File: src/rtl/silife_sync_sequencer.sv
// silife_sync_sequencer: runs one inter-chip edge-sync transfer per generation.
// Optional WAIT_BUSY timeout is enabled by defining SILIFE_SYNC_TIMEOUT_EN.
module silife_sync_sequencer #(
    parameter int SYNC_BITS      = 34,
    parameter int SETTLE_CYCLES  = 4,
    parameter int DIV_WIDTH      = 8,
    parameter int TIMEOUT_CYCLES = 1024
) (
    input  logic                 clk,
    input  logic                 reset_n,
    input  logic                 i_enable,
    input  logic                 i_start,
    input  logic [DIV_WIDTH-1:0] i_clk_div,
    input  logic                 i_sync_busy_syn,
    output logic                 o_sync_active,
    output logic                 o_sync_clk,
    output logic                 o_busy,
    output logic                 o_done,
    output logic                 o_timeout
);

    localparam int SET_W = (SETTLE_CYCLES > 1) ? $clog2(SETTLE_CYCLES) : 1;
    localparam logic [SET_W-1:0] SET_LAST = SET_W'(SETTLE_CYCLES - 1);

    // Wide enough to hold SYNC_BITS itself, so the final increment never wraps.
    localparam int PER_W = $clog2(SYNC_BITS + 1);
    localparam logic [PER_W-1:0] PER_LAST = PER_W'(SYNC_BITS - 1);

`ifdef SILIFE_SYNC_TIMEOUT_EN
    localparam int TMO_W = (TIMEOUT_CYCLES > 1) ? $clog2(TIMEOUT_CYCLES) : 1;
    localparam logic [TMO_W-1:0] TMO_LAST = TMO_W'(TIMEOUT_CYCLES - 1);
`endif

    typedef enum logic [2:0] {
        S_IDLE     = 3'd0,
        S_SETTLE   = 3'd1,
        S_CLOCKING = 3'd2,
        S_WAIT     = 3'd3,
        S_DONE     = 3'd4
    } state_t;

    state_t               state_q;
    logic [DIV_WIDTH-1:0] div_q;
    logic [DIV_WIDTH-1:0] phase_q;
    logic [SET_W-1:0]     settle_q;
    logic [PER_W-1:0]     period_q;
    logic                 active_q;
    logic                 sclk_q;
    logic                 busy_q;
    logic                 done_q;
    logic                 sync1_q;
    logic                 busy_s_q;
`ifdef SILIFE_SYNC_TIMEOUT_EN
    logic [TMO_W-1:0]     wait_q;
    logic                 timeout_q;
`endif

    // Two-flop synchroniser for the asynchronous neighbour busy line.
    always_ff @(posedge clk or negedge reset_n) begin
        if (!reset_n) begin
            sync1_q  <= 1'b0;
            busy_s_q <= 1'b0;
        end else begin
            sync1_q  <= i_sync_busy_syn;
            busy_s_q <= sync1_q;
        end
    end

    // Sequencer FSM; every output is a register updated alongside the state.
    always_ff @(posedge clk or negedge reset_n) begin
        if (!reset_n) begin
            state_q   <= S_IDLE;
            div_q     <= '0;
            phase_q   <= '0;
            settle_q  <= '0;
            period_q  <= '0;
            active_q  <= 1'b0;
            sclk_q    <= 1'b0;
            busy_q    <= 1'b0;
            done_q    <= 1'b0;
`ifdef SILIFE_SYNC_TIMEOUT_EN
            wait_q    <= '0;
            timeout_q <= 1'b0;
`endif
        end else if (state_q != S_IDLE && !i_enable) begin
            // Abort: drop everything, report nothing.
            state_q   <= S_IDLE;
            phase_q   <= '0;
            settle_q  <= '0;
            period_q  <= '0;
            active_q  <= 1'b0;
            sclk_q    <= 1'b0;
            busy_q    <= 1'b0;
            done_q    <= 1'b0;
`ifdef SILIFE_SYNC_TIMEOUT_EN
            wait_q    <= '0;
            timeout_q <= 1'b0;
`endif
        end else begin
            unique case (state_q)
                S_IDLE: begin
                    done_q <= 1'b0;
                    sclk_q <= 1'b0;
`ifdef SILIFE_SYNC_TIMEOUT_EN
                    timeout_q <= 1'b0;
`endif
                    if (i_start && i_enable) begin
                        state_q  <= S_SETTLE;
                        div_q    <= i_clk_div;
                        settle_q <= '0;
                        active_q <= 1'b1;
                        busy_q   <= 1'b1;
                    end else begin
                        active_q <= 1'b0;
                        busy_q   <= 1'b0;
                    end
                end

                S_SETTLE: begin
                    if (settle_q == SET_LAST) begin
                        state_q  <= S_CLOCKING;
                        settle_q <= '0;
                        phase_q  <= '0;
                        period_q <= '0;
                        sclk_q   <= 1'b1;
                    end else begin
                        settle_q <= settle_q + 1'b1;
                    end
                end

                S_CLOCKING: begin
                    if (phase_q == div_q) begin
                        phase_q <= '0;
                        if (sclk_q) begin
                            sclk_q <= 1'b0;
                        end else begin
                            // Low phase finished: one full period done.
                            period_q <= period_q + 1'b1;
                            if (period_q == PER_LAST) begin
                                state_q <= S_WAIT;
`ifdef SILIFE_SYNC_TIMEOUT_EN
                                wait_q  <= '0;
`endif
                            end else begin
                                sclk_q <= 1'b1;
                            end
                        end
                    end else begin
                        phase_q <= phase_q + 1'b1;
                    end
                end

                S_WAIT: begin
                    sclk_q <= 1'b0;
                    if (!busy_s_q) begin
                        state_q  <= S_DONE;
                        active_q <= 1'b0;
                        done_q   <= 1'b1;
                        period_q <= '0;
`ifdef SILIFE_SYNC_TIMEOUT_EN
                    end else if (wait_q == TMO_LAST) begin
                        state_q   <= S_DONE;
                        active_q  <= 1'b0;
                        done_q    <= 1'b1;
                        timeout_q <= 1'b1;
                        period_q  <= '0;
                        wait_q    <= '0;
                    end else begin
                        wait_q <= wait_q + 1'b1;
`endif
                    end
                end

                S_DONE: begin
                    state_q  <= S_IDLE;
                    done_q   <= 1'b0;
                    busy_q   <= 1'b0;
                    active_q <= 1'b0;
`ifdef SILIFE_SYNC_TIMEOUT_EN
                    timeout_q <= 1'b0;
`endif
                end

                default: begin
                    state_q  <= S_IDLE;
                    active_q <= 1'b0;
                    sclk_q   <= 1'b0;
                    busy_q   <= 1'b0;
                    done_q   <= 1'b0;
                end
            endcase
        end
    end

    assign o_sync_active = active_q;
    assign o_sync_clk    = sclk_q;
    assign o_busy        = busy_q;
    assign o_done        = done_q;
`ifdef SILIFE_SYNC_TIMEOUT_EN
    assign o_timeout     = timeout_q;
`else
    assign o_timeout     = 1'b0;
`endif

endmodule
File: config.mk
export PLATFORM = sky130hd
export DESIGN_NAME = silife_sync_sequencer
export DESIGN_NICKNAME = d
export VERILOG_FILES = /design/src/rtl/silife_sync_sequencer.sv
export SDC_FILE = /design/constraint.sdc
export NUM_CORES = 1
export LEC_CHECK = 0
export CORE_UTILIZATION = 45
export DETAILED_ROUTE_END_ITERATION = 16
export GPL_TIMING_DRIVEN = 0
export PLACE_DENSITY = 0.65
export SLEW_MARGIN = 20
export SYNTH_ARGS = -nofsm -noshare
export SYNTH_HDL_FRONTEND = slang
export SYNTH_SLANG_ARGS = --single-unit
File: constraint.sdc
create_clock -name clk -period 1.98 [get_ports clk]
set_input_delay 0.396 -clock clk [delete_from_list [all_inputs] [get_ports clk]]
set_output_delay 0.396 -clock clk [all_outputs]
set_load 0.005 [all_outputs]
==> impl_metrics.env, run 1 <==
export IMPL_clock_sinks=33
export IMPL_status="finished clean"
export IMPL_maxCapViolCount=0
export IMPL_die_w_um=65.1
export IMPL_drive_gt1_share_pct=16.4
export IMPL_worst_pin_slew_ps=508
export IMPL_pin_count=18
export IMPL_global_route_overflow_total=0
export IMPL_path_max_fanout=8
export IMPL_power_leakage_uw=0.000957
export IMPL_fin_cells=249
export IMPL_multi_input_area_um2=928
export IMPL_fin_ws_ps=168
export IMPL_period_share_pct=91.5
export IMPL_num_rows=22
export IMPL_hp_class="in -> async"
export IMPL_clockBufferDepth=2
export IMPL_die_area_um2=4240
export IMPL_start_util_pct=47.9
export IMPL_reg2reg_depth=7
export IMPL_ant_nets=0
export IMPL_place_hpwl_mm=2.71
export IMPL_setup_viol=0
export IMPL_clk_latency_ps=280
export IMPL_seq_area_um2=826
export IMPL_path_class="in -> reg"
export IMPL_grt_pass1_wl_mm=6.53
export IMPL_clk_pin_slew_ps=70
export IMPL_htree_levels=2
export IMPL_nFillCells=334
export IMPL_cp_startpoint="i_enable"
export IMPL_core_area_um2=3740
export IMPL_netlist_top_cells_area="dfrtp_1 (46%), mux2_2 (5.7%), xor2_1 (3.9%), nand2_1 (3.6%), ha_1 (2.8%)"
export IMPL_rsz0062_at_grt="true"
export IMPL_antenna_found_initial=0
export IMPL_n_antenna_cell=0
export IMPL_slowest_stage="clkdlybuf4s50_1"
export IMPL_drt_iter0_markers=67
export IMPL_synth_top_cell_by_area="dfrtp_1"
export IMPL_fin_crit_ps=1810
export IMPL_area_delta_synth_final_pct=20.5
export IMPL_syn_area_um2=1790
export IMPL_synthCells=174
export IMPL_crit_chain="clkdlybuf4s50_1 -> inv_1 -> nor2_1 -> nand3_2 -> mux2_2"
export IMPL_cp_num_cells=5
export IMPL_slew_viol_final=0
export IMPL_final_nets=218
export IMPL_pre_cts_slack_ps=-240
export IMPL_yosysMostFrequentCell="dfrtp_1"
export IMPL_clock_root_buffer="clkbuf_8"
export IMPL_slowest_delay_ps=560
export IMPL_avgRoutedWirePerCell_um=14.5
export IMPL_grt_max_degree=21
export IMPL_wl_mm=3.62
export IMPL_ys_warn_count=0
export IMPL_r2r_end="state_q[0]$_DFFE_PN0P_"
export IMPL_synth_edf_count=0
export IMPL_skew_ps=8.30
export IMPL_crit_end="div_q[1]$_DFFE_PN0P_"
export IMPL_startpoint_type="input port"
export IMPL_grt_pass1_vias=1436
export IMPL_power_density_nw_per_um2=735
export IMPL_track_usage_pct=20.2
export IMPL_synth_top_flop_cell="dfrtp_1"
export IMPL_worstPathRequired_ps=2140
export IMPL_vdd_drop_max_uv=455
export IMPL_vias_per_cell=5.64
export IMPL_cp_end_kind="flop"
export IMPL_critPathBufInv=2
export IMPL_relSlewSlack_pct=66.1
export IMPL_cpLargestDelayFamily="buffers and inverters"
export IMPL_die_h_um=65.1
export IMPL_postSynthAreaPerCell_um2=10.3
export IMPL_seq_area_frac_synth_pct=46.1
export IMPL_dp_cells=239
export IMPL_drcViolationCount=0
export IMPL_final_hold_violation_count=0
export IMPL_synthArstFlopShare_pct=100
export IMPL_cts_inserted_buffers=5
export IMPL_worstReg2RegStart="phase_q[3]$_DFFE_PN0P_"
export IMPL_ys_ff_latch=33
export IMPL_ys_types=44
export IMPL_io_buffers=16
export IMPL_vias=1405
export IMPL_synth_top_area_share_pct=46.1
export IMPL_rrSetupSlack_ps=210
export IMPL_max_freq_mhz=552
export IMPL_cts_tree="built"
export IMPL_dr_pass1_iters=4
export IMPL_syn_nets=191
export IMPL_crit_arrival_ps=1970
export IMPL_ys_top_cells_by_count="dfrtp_1 (33), nand2_1 (17), mux2_2 (9), nor2_1 (9), o21ai_0 (9)"
export IMPL_gp_congestion=0.780
==> logic make-up after synthesis <==
group | share of synthesized area, %
buffers and inverters | 2.93
other | 0.209
xor gates and xnor gates | 4.40
DFF | 46.1
muxes | 7.33
AOI/OAI and AO/OA | 17.7
and+or+nand+nor | 18.5
adders and majority gates | 2.79
==> placed cells by master, fill, tap and decap left out, types with 2 or more instances in the layout <==
cell type | synthesis | layout
and3_1 | 4 | 4
nand4_1 | 2 | 2
clkbuf_1 | 3 | 3
nor3_1 | 5 | 5
mux2_2 | 9 | 9
o21ai_0 | 9 | 9
nand2b_1 | 4 | 4
inv_1 | 4 | 4
ha_1 | 4 | 4
nor4_4 | 2 | 2
dfrtp_1 | 33 | 33
nand3_1 | 6 | 5
o22ai_1 | 4 | 4
a31oi_1 | 3 | 3
or2_2 | 2 | 2
nor2_1 | 9 | 7
clkbuf_8 | 0 | 6
clkdlybuf4s50_1 | 0 | 15
mux2i_1 | 3 | 3
nand2_1 | 17 | 17
xor2_1 | 8 | 8
buf_4 | 2 | 5
nor2_4 | 1 | 2
and2_1 | 2 | 2
nor2b_1 | 3 | 3
a211oi_1 | 2 | 2
a21boi_0 | 2 | 2
a21oi_1 | 7 | 7
a32oi_1 | 2 | 2
o31ai_1 | 5 | 5
a22o_1 | 2 | 2
==> registers in the layout (all words and copies together) (netlist names) <==
| name | count |
|---|---|
| o_done | 1 |
| sync1_q | 1 |
| period_q | 6 |
| o_sync_active | 1 |
| phase_q | 8 |
| busy_s_q | 1 |
| o_sync_clk | 1 |
| settle_q | 2 |
| div_q | 8 |
| o_busy | 1 |
| state_q | 3 |
==> report_power, final <==
group          switching, uW  internal [uW]
clock                    225            275
sequential              45.2            735
combinational            153            153
total                    423           1160
==> routing by layer <==
metal | wire length, um | vias to the layer above | track usage, %
met3 | 83 | 5 | 3.30
met2 | 1810 | 19 | 33.2
met1 | 1680 | 692 | 25.9
met5 | 0 | - | 0
met4 | 47 | 0 | 9.51
li1 | - | 689 | -
==> timing repair <==
| action | CTS | global route |
|---|---|---|
| hold buffers | 0 | 0 |
| setup endpoints to repair | 0 | 19 |
| resized for setup | 0 | 6 |
| setup buffers | 0 | 3 |
==> how the worst min path moves through the flow <==
stage | start | end | slack (ps) | cells after the start
2_1_floorplan | reset_n | busy_s_q$_DFF_PN0_ | 100 | 0
3_3_place_gp | sync1_q$_DFF_PN0_ | busy_s_q$_DFF_PN0_ | 340 | 0
3_5_place_dp | reset_n | period_q[5]$_DFFE_PN0P_ | 340 | 1
4_1_cts | reset_n | period_q[5]$_DFFE_PN0P_ | 40 | 1
5_1_grt | reset_n | period_q[5]$_DFFE_PN0P_ | 50 | 1
6_report | reset_n | period_q[5]$_DFFE_PN0P_ | 30 | 1
==> cell type report <==
type	count	area share, %
clock buffer	7	4.00
tap	48	2.78
sequential	33	38.2
buffer	6	1.80
inverter	4	0.695
timing repair buffer	20	9.50
multi-input combinational	131	43.0
==> stage by stage <==
step / util, % / instance area [um^2] / hold slack [ps] / power, uW / setup TNS (ps)
2_1_floorplan: - / 1790 / 100 / 978 / 0
3_3_place_gp: 53.7 / 2010 / 335 / 1070 / -7990
3_5_place_dp: 54.3 / 2030 / 336 / 1080 / -3890
4_1_cts: 56.7 / 2120 / 36.2 / 1590 / 0
5_1_grt: 57.7 / 2160 / 54.9 / 1670 / -10.3
6_report: 57.7 / 2160 / 27.2 / 1590 / 0
No activity file was read; power rests on OpenSTA's default activity.
==> inputs of run 2 (changes only) <==
CORE_UTILIZATION = 38   (was 45)
PLACE_DENSITY = default   (was 0.65)
clock period = 1.7 ns   (was 1.98 ns; I/O delays follow)
==> impl_metrics.env, run 2 (synthesized netlist as in run 1, its figures left out) <==
export IMPL_status="finished, violations left"
export IMPL_violations="DRC, setup timing"
export IMPL_path_class="reg -> reg"
export IMPL_pre_cts_slack_ps=-506
export IMPL_cts_inserted_buffers=5
export IMPL_worstReg2RegStart="div_q[3]$_DFFE_PN0P_"
export IMPL_slew_viol_final=0
export IMPL_cp_end_kind="flop"
export IMPL_max_freq_mhz=581
export IMPL_grt_pass1_wl_mm=6.95
export IMPL_die_area_um2=4990
export IMPL_layout_common_cells="dfrtp_1 (29), buf_4 (18), nand2_1 (15)"
export IMPL_drt_iter0_markers=97
export IMPL_track_usage_pct=17.8
export IMPL_cts_tree="built"
export IMPL_worstHoldStart="sync1_q$_DFF_PN0_"
export IMPL_die_w_um=70.7
export IMPL_num_rows=24
export IMPL_min_path_cells=0
export IMPL_clk_latency_ps=290
export IMPL_critPathBufInv=1
export IMPL_hp_class="reg -> reg"
export IMPL_power_density_nw_per_um2=795
export IMPL_total_power_uw=1860
export IMPL_final_common_cell="dfrtp_1"
export IMPL_whs_endpoint="busy_s_q$_DFF_PN0_"
export IMPL_drcViolationCount=2
export IMPL_grt_pass1_vias=1514
export IMPL_r2r_end="phase_q[2]$_DFFE_PN0P_"
export IMPL_wl_mm=4.07
export IMPL_clock_sinks=33
export IMPL_maxCapViolCount=0
export IMPL_area_delta_synth_final_pct=30.9
export IMPL_vdd_drop_max_uv=566
export IMPL_antenna_found_initial=0
export IMPL_crit_arrival_ps=1900
export IMPL_cp_startpoint="div_q[3]$_DFFE_PN0P_"
export IMPL_period_share_pct=101
export IMPL_ant_nets=0
export IMPL_n_antenna_cell=0
export IMPL_fin_ws_ps=-21.9
export IMPL_clockBufferDepth=2
export IMPL_fin_crit_ps=1720
export IMPL_clk_pin_slew_ps=70
export IMPL_cpLargestDelayFamily="simple AND/OR/NAND/NOR gates"
export IMPL_slowest_stage="nor4_4"
export IMPL_path_max_fanout=7
export IMPL_crit_chain="xor2_2 -> nor4_4 -> and2_1 -> buf_6 -> o31ai_2 -> a22o_1"
export IMPL_pin_count=18
export IMPL_setup_viol=3
export IMPL_vias=1495
export IMPL_tns_ps=-35.2
export IMPL_reg2reg_depth=6
export IMPL_grt_max_degree=23
export IMPL_core_area_um2=4440
export IMPL_dr_pass1_iters=10
export IMPL_skew_ps=11.0
export IMPL_dp_cells=243
export IMPL_drive_gt1_share_pct=30.2
export IMPL_global_route_overflow_total=0
export IMPL_vias_per_cell=5.60
export IMPL_worstPathRequired_ps=1880
export IMPL_fin_cells=267
export IMPL_final_nets=231
export IMPL_reg_top3="div_q (8), phase_q (8), period_q (6)"
export IMPL_power_leakage_uw=0.00103
export IMPL_die_h_um=70.7
export IMPL_rsz0062_at_grt="true"
export IMPL_startpoint_type="flop"
export IMPL_final_hold_violation_count=0
export IMPL_slowest_delay_ps=410
export IMPL_avgRoutedWirePerCell_um=15.2
export IMPL_io_buffers=16
export IMPL_rrSetupSlack_ps=-20
export IMPL_gp_congestion=0.805
export IMPL_place_hpwl_mm=2.74
export IMPL_start_util_pct=40.3
export IMPL_htree_levels=2
export IMPL_clock_root_buffer="clkbuf_8"
export IMPL_whs_ps=356
run 2: final cells by class:
class | instances | area [um^2]
tap | 52 | 65.1
buffer | 5 | 38.8
timing repair buffer | 34 | 312
fill | 404 | 2100
sequential | 33 | 831
multi-input combinational | 131 | 1000
inverter | 4 | 15.0
clock buffer | 8 | 80.1
run 2: per-layer routing:
metal	part of all wire, %	up-vias	GRT usage, %	routed length, um
li1	-	713	-	-
met2	50	18	30.3	2040
met1	46	756	22.0	1870
met5	0	-	0	0
met4	1.7	0	8.22	70
met3	2.2	8	3.56	89
run 2: metrics by stage:
step	utilization (%)	instance area, um^2
detailed placement	45.9	2040
CTS	50.5	2240
floorplan	-	1790
finish	52.8	2340
global placement	45.4	2020
global route	52.8	2340
run 2: worst max-delay path by stage:
stage / endpoint / cells after the start / slack [ps]
2_1_floorplan: phase_q[2]$_DFFE_PN0P_ / 6 / 20
3_3_place_gp: div_q[1]$_DFFE_PN0P_ / 5 / -460
3_5_place_dp: div_q[0]$_DFFE_PN0P_ / 5 / -510
4_1_cts: period_q[5]$_DFFE_PN0P_ / 5 / -30
5_1_grt: phase_q[3]$_DFFE_PN0P_ / 6 / -80
6_report: phase_q[2]$_DFFE_PN0P_ / 6 / -20
run 2: report_power, final:
| group | switching [uW] | total (uW) | internal [uW] |
|---|---|---|---|
| Sequential | 64.7 | 921 | 856 |
| Clock | 268 | 559 | 290 |
| Combinational | 186 | 385 | 199 |
run 2: timing repair:
action	4_1_cts	5_1_grt
hold buffers	1	0
pin swaps	8	9
endpoints found under the setup margin	25	17
buffers inserted	9	7
hold endpoints to repair	11	0
gates resized for setup	13	16
==> inputs of run 3 (changes only) <==
GPL_TIMING_DRIVEN = default   (was 0)
==> impl_metrics.env, run 3 (synthesized netlist as in run 1, its figures left out) <==
export IMPL_fin_ws_ps=35.4
export IMPL_clockPowerShare_pct=30.9
export IMPL_core_area_um2=4440
export IMPL_maxCapViolCount=0
export IMPL_io_buffers=16
export IMPL_rrSetupSlack_ps=40
export IMPL_final_common_cell="dfrtp_1"
export IMPL_drt_iter0_markers=61
export IMPL_clk_latency_ps=280
export IMPL_clock_sinks=33
export IMPL_start_util_pct=40.3
export IMPL_grt_pass1_vias=1536
export IMPL_path_max_fanout=5
export IMPL_setup_viol=0
export IMPL_rsz0062_at_grt="true"
export IMPL_reg_top3="div_q (8), phase_q (8), period_q (6)"
export IMPL_avgRoutedWirePerCell_um=14.8
export IMPL_hp_class="reg -> reg"
export IMPL_slew_viol_final=0
export IMPL_period_share_pct=97.9
export IMPL_worstReg2RegStart="phase_q[7]$_DFFE_PN0P_"
export IMPL_final_hold_violation_count=0
export IMPL_violations="DRC"
export IMPL_pwr_share_seq_pct=48.0
export IMPL_cts_inserted_buffers=5
export IMPL_max_freq_mhz=601
export IMPL_sw_frac_of_total_pct=27.0
export IMPL_die_w_um=70.7
export IMPL_pre_cts_slack_ps=-225
export IMPL_cts_tree="built"
export IMPL_layout_common_cells="dfrtp_1 (32), buf_4 (31), clkdlybuf4s50_1 (16)"
export IMPL_fin_cells=276
export IMPL_die_h_um=70.7
export IMPL_whs_endpoint="busy_s_q$_DFF_PN0_"
export IMPL_startpoint_type="flop"
export IMPL_worstHoldStart="sync1_q$_DFF_PN0_"
export IMPL_ant_nets=0
export IMPL_final_nets=241
export IMPL_crit_chain="xor2_1 -> nor4_4 -> and2_4 -> nor2_4 -> o41ai_2"
export IMPL_drcViolationCount=2
export IMPL_wl_mm=4.10
export IMPL_vias_per_cell=5.45
export IMPL_worstPathRequired_ps=1870
export IMPL_die_area_um2=4990
export IMPL_area_delta_synth_final_pct=32.4
export IMPL_slowest_delay_ps=410
export IMPL_power_leakage_uw=0.00108
export IMPL_track_usage_pct=17.7
export IMPL_n_antenna_cell=0
export IMPL_p_comb_share_pct=21.0
export IMPL_antenna_found_initial=0
export IMPL_slowest_stage="nor4_4"
export IMPL_power_density_nw_per_um2=806
export IMPL_power_switching_uw=517
export IMPL_drive_gt1_share_pct=29.5
export IMPL_crit_arrival_ps=1840
export IMPL_path_class="reg -> reg"
export IMPL_pin_count=18
export IMPL_grt_max_degree=34
export IMPL_global_route_overflow_total=0
export IMPL_reg2reg_depth=5
export IMPL_r2r_end="state_q[0]$_DFFE_PN0P_"
export IMPL_vias=1503
export IMPL_clock_root_buffer="clkbuf_8"
export IMPL_skew_ps=9.75
export IMPL_gp_congestion=0.835
export IMPL_place_hpwl_mm=3.04
export IMPL_fin_crit_ps=1660
export IMPL_clk_pin_slew_ps=70
export IMPL_intPower_uw=1390
export IMPL_clockBufferDepth=2
export IMPL_min_path_cells=0
export IMPL_hold_buffers=0
export IMPL_cp_end_kind="flop"
export IMPL_status="finished, violations left"
export IMPL_num_rows=24
export IMPL_total_power_uw=1910
export IMPL_dp_cells=265
export IMPL_htree_levels=2
export IMPL_vdd_drop_max_uv=459
export IMPL_dr_pass1_iters=10
export IMPL_grt_pass1_wl_mm=7.00
==> run 3: changes by cell type in the layout (fill, tap and decap cells not counted), moves of 2 or more <==
cell / previous run / this run
buf_4: 18 / 31
xor2_2: 3 / 1
clkdlybuf4s50_1: 14 / 16
dfrtp_1: 29 / 32
o21ai_1: 1 / 3
xor2_1: 5 / 7
clkbuf_1: 3 / 1
o21ai_0: 8 / 6
dfrtp_2: 4 / 1
==> run 3: final cells by class <==
type / instances / area [um^2]
Fill cell: 406 / 2070
Inverter: 4 / 15.0
Clock buffer: 7 / 86.3
Timing Repair Buffer: 49 / 415
Sequential cell: 33 / 827
Tap cell: 52 / 65.1
Multi-Input combinational cell: 131 / 963
==> run 3: what timing repair did <==
| item | CTS | global route |
|---|---|---|
| gates resized for setup | 1 | 18 |
| setup endpoints to repair | 12 | 16 |
| hold endpoints to repair | 0 | 0 |
| pin swaps | 2 | 9 |
| buffers inserted | 1 | 3 |
==> run 3: how the worst max path moves through the flow <==
stage	depth (start not counted)	start	slack, ps	endpoint
finish	5	phase_q[7]$_DFFE_PN0P_	40	state_q[0]$_DFFE_PN0P_
detailed placement	6	i_enable	-220	period_q[1]$_DFFE_PN0P_
global placement	6	i_enable	-170	period_q[1]$_DFFE_PN0P_
global route	6	div_q[7]$_DFFE_PN0P_	-100	period_q[4]$_DFFE_PN0P_
floorplan	6	phase_q[3]$_DFFE_PN0P_	20	phase_q[2]$_DFFE_PN0P_
CTS	6	phase_q[3]$_DFFE_PN0P_	-6	phase_q[6]$_DFFE_PN0P_
==> run 3: power by group through the flow <==
stage | Clock [uW] | Sequential [uW] | Combinational (uW)
final | 591 | 919 | 402
after global routing | 651 | 929 | 440
after CTS | 613 | 916 | 383
after detailed placement | 0 | 931 | 376
after global placement | 0 | 923 | 364
after floorplan | 0 | 909 | 230
==> run 3: critical path, delay by kind of cell (launching register included) <==
kind,cells,cell delay (ps)
compound gates,1,270
simple gates,3,720
xor+xnor,1,170
flops,1,400
==> run 3: layer usage <==
metal	up-vias	wire length, um	part of all wire [%]	global-route usage (%)
met4	0	34	0.83	3.78
met2	20	2020	49	29.6
met5	-	0	0	0
met3	5	108	2.6	4.27
met1	745	1940	47	23.7
li1	733	-	-	-
==> run 3: through the flow <==
stage          hold WS, ps  utilization [%]  area, um^2  TNS (ps)
5_1_grt                378             53.4        2370      -595
4_1_cts                357             51.6        2290     -9.99
2_1_floorplan         44.4                -        1790         0
3_3_place_gp           336             49.4        2200     -2300
6_report               352             53.4        2370         0
3_5_place_dp           342             49.4        2200     -2940
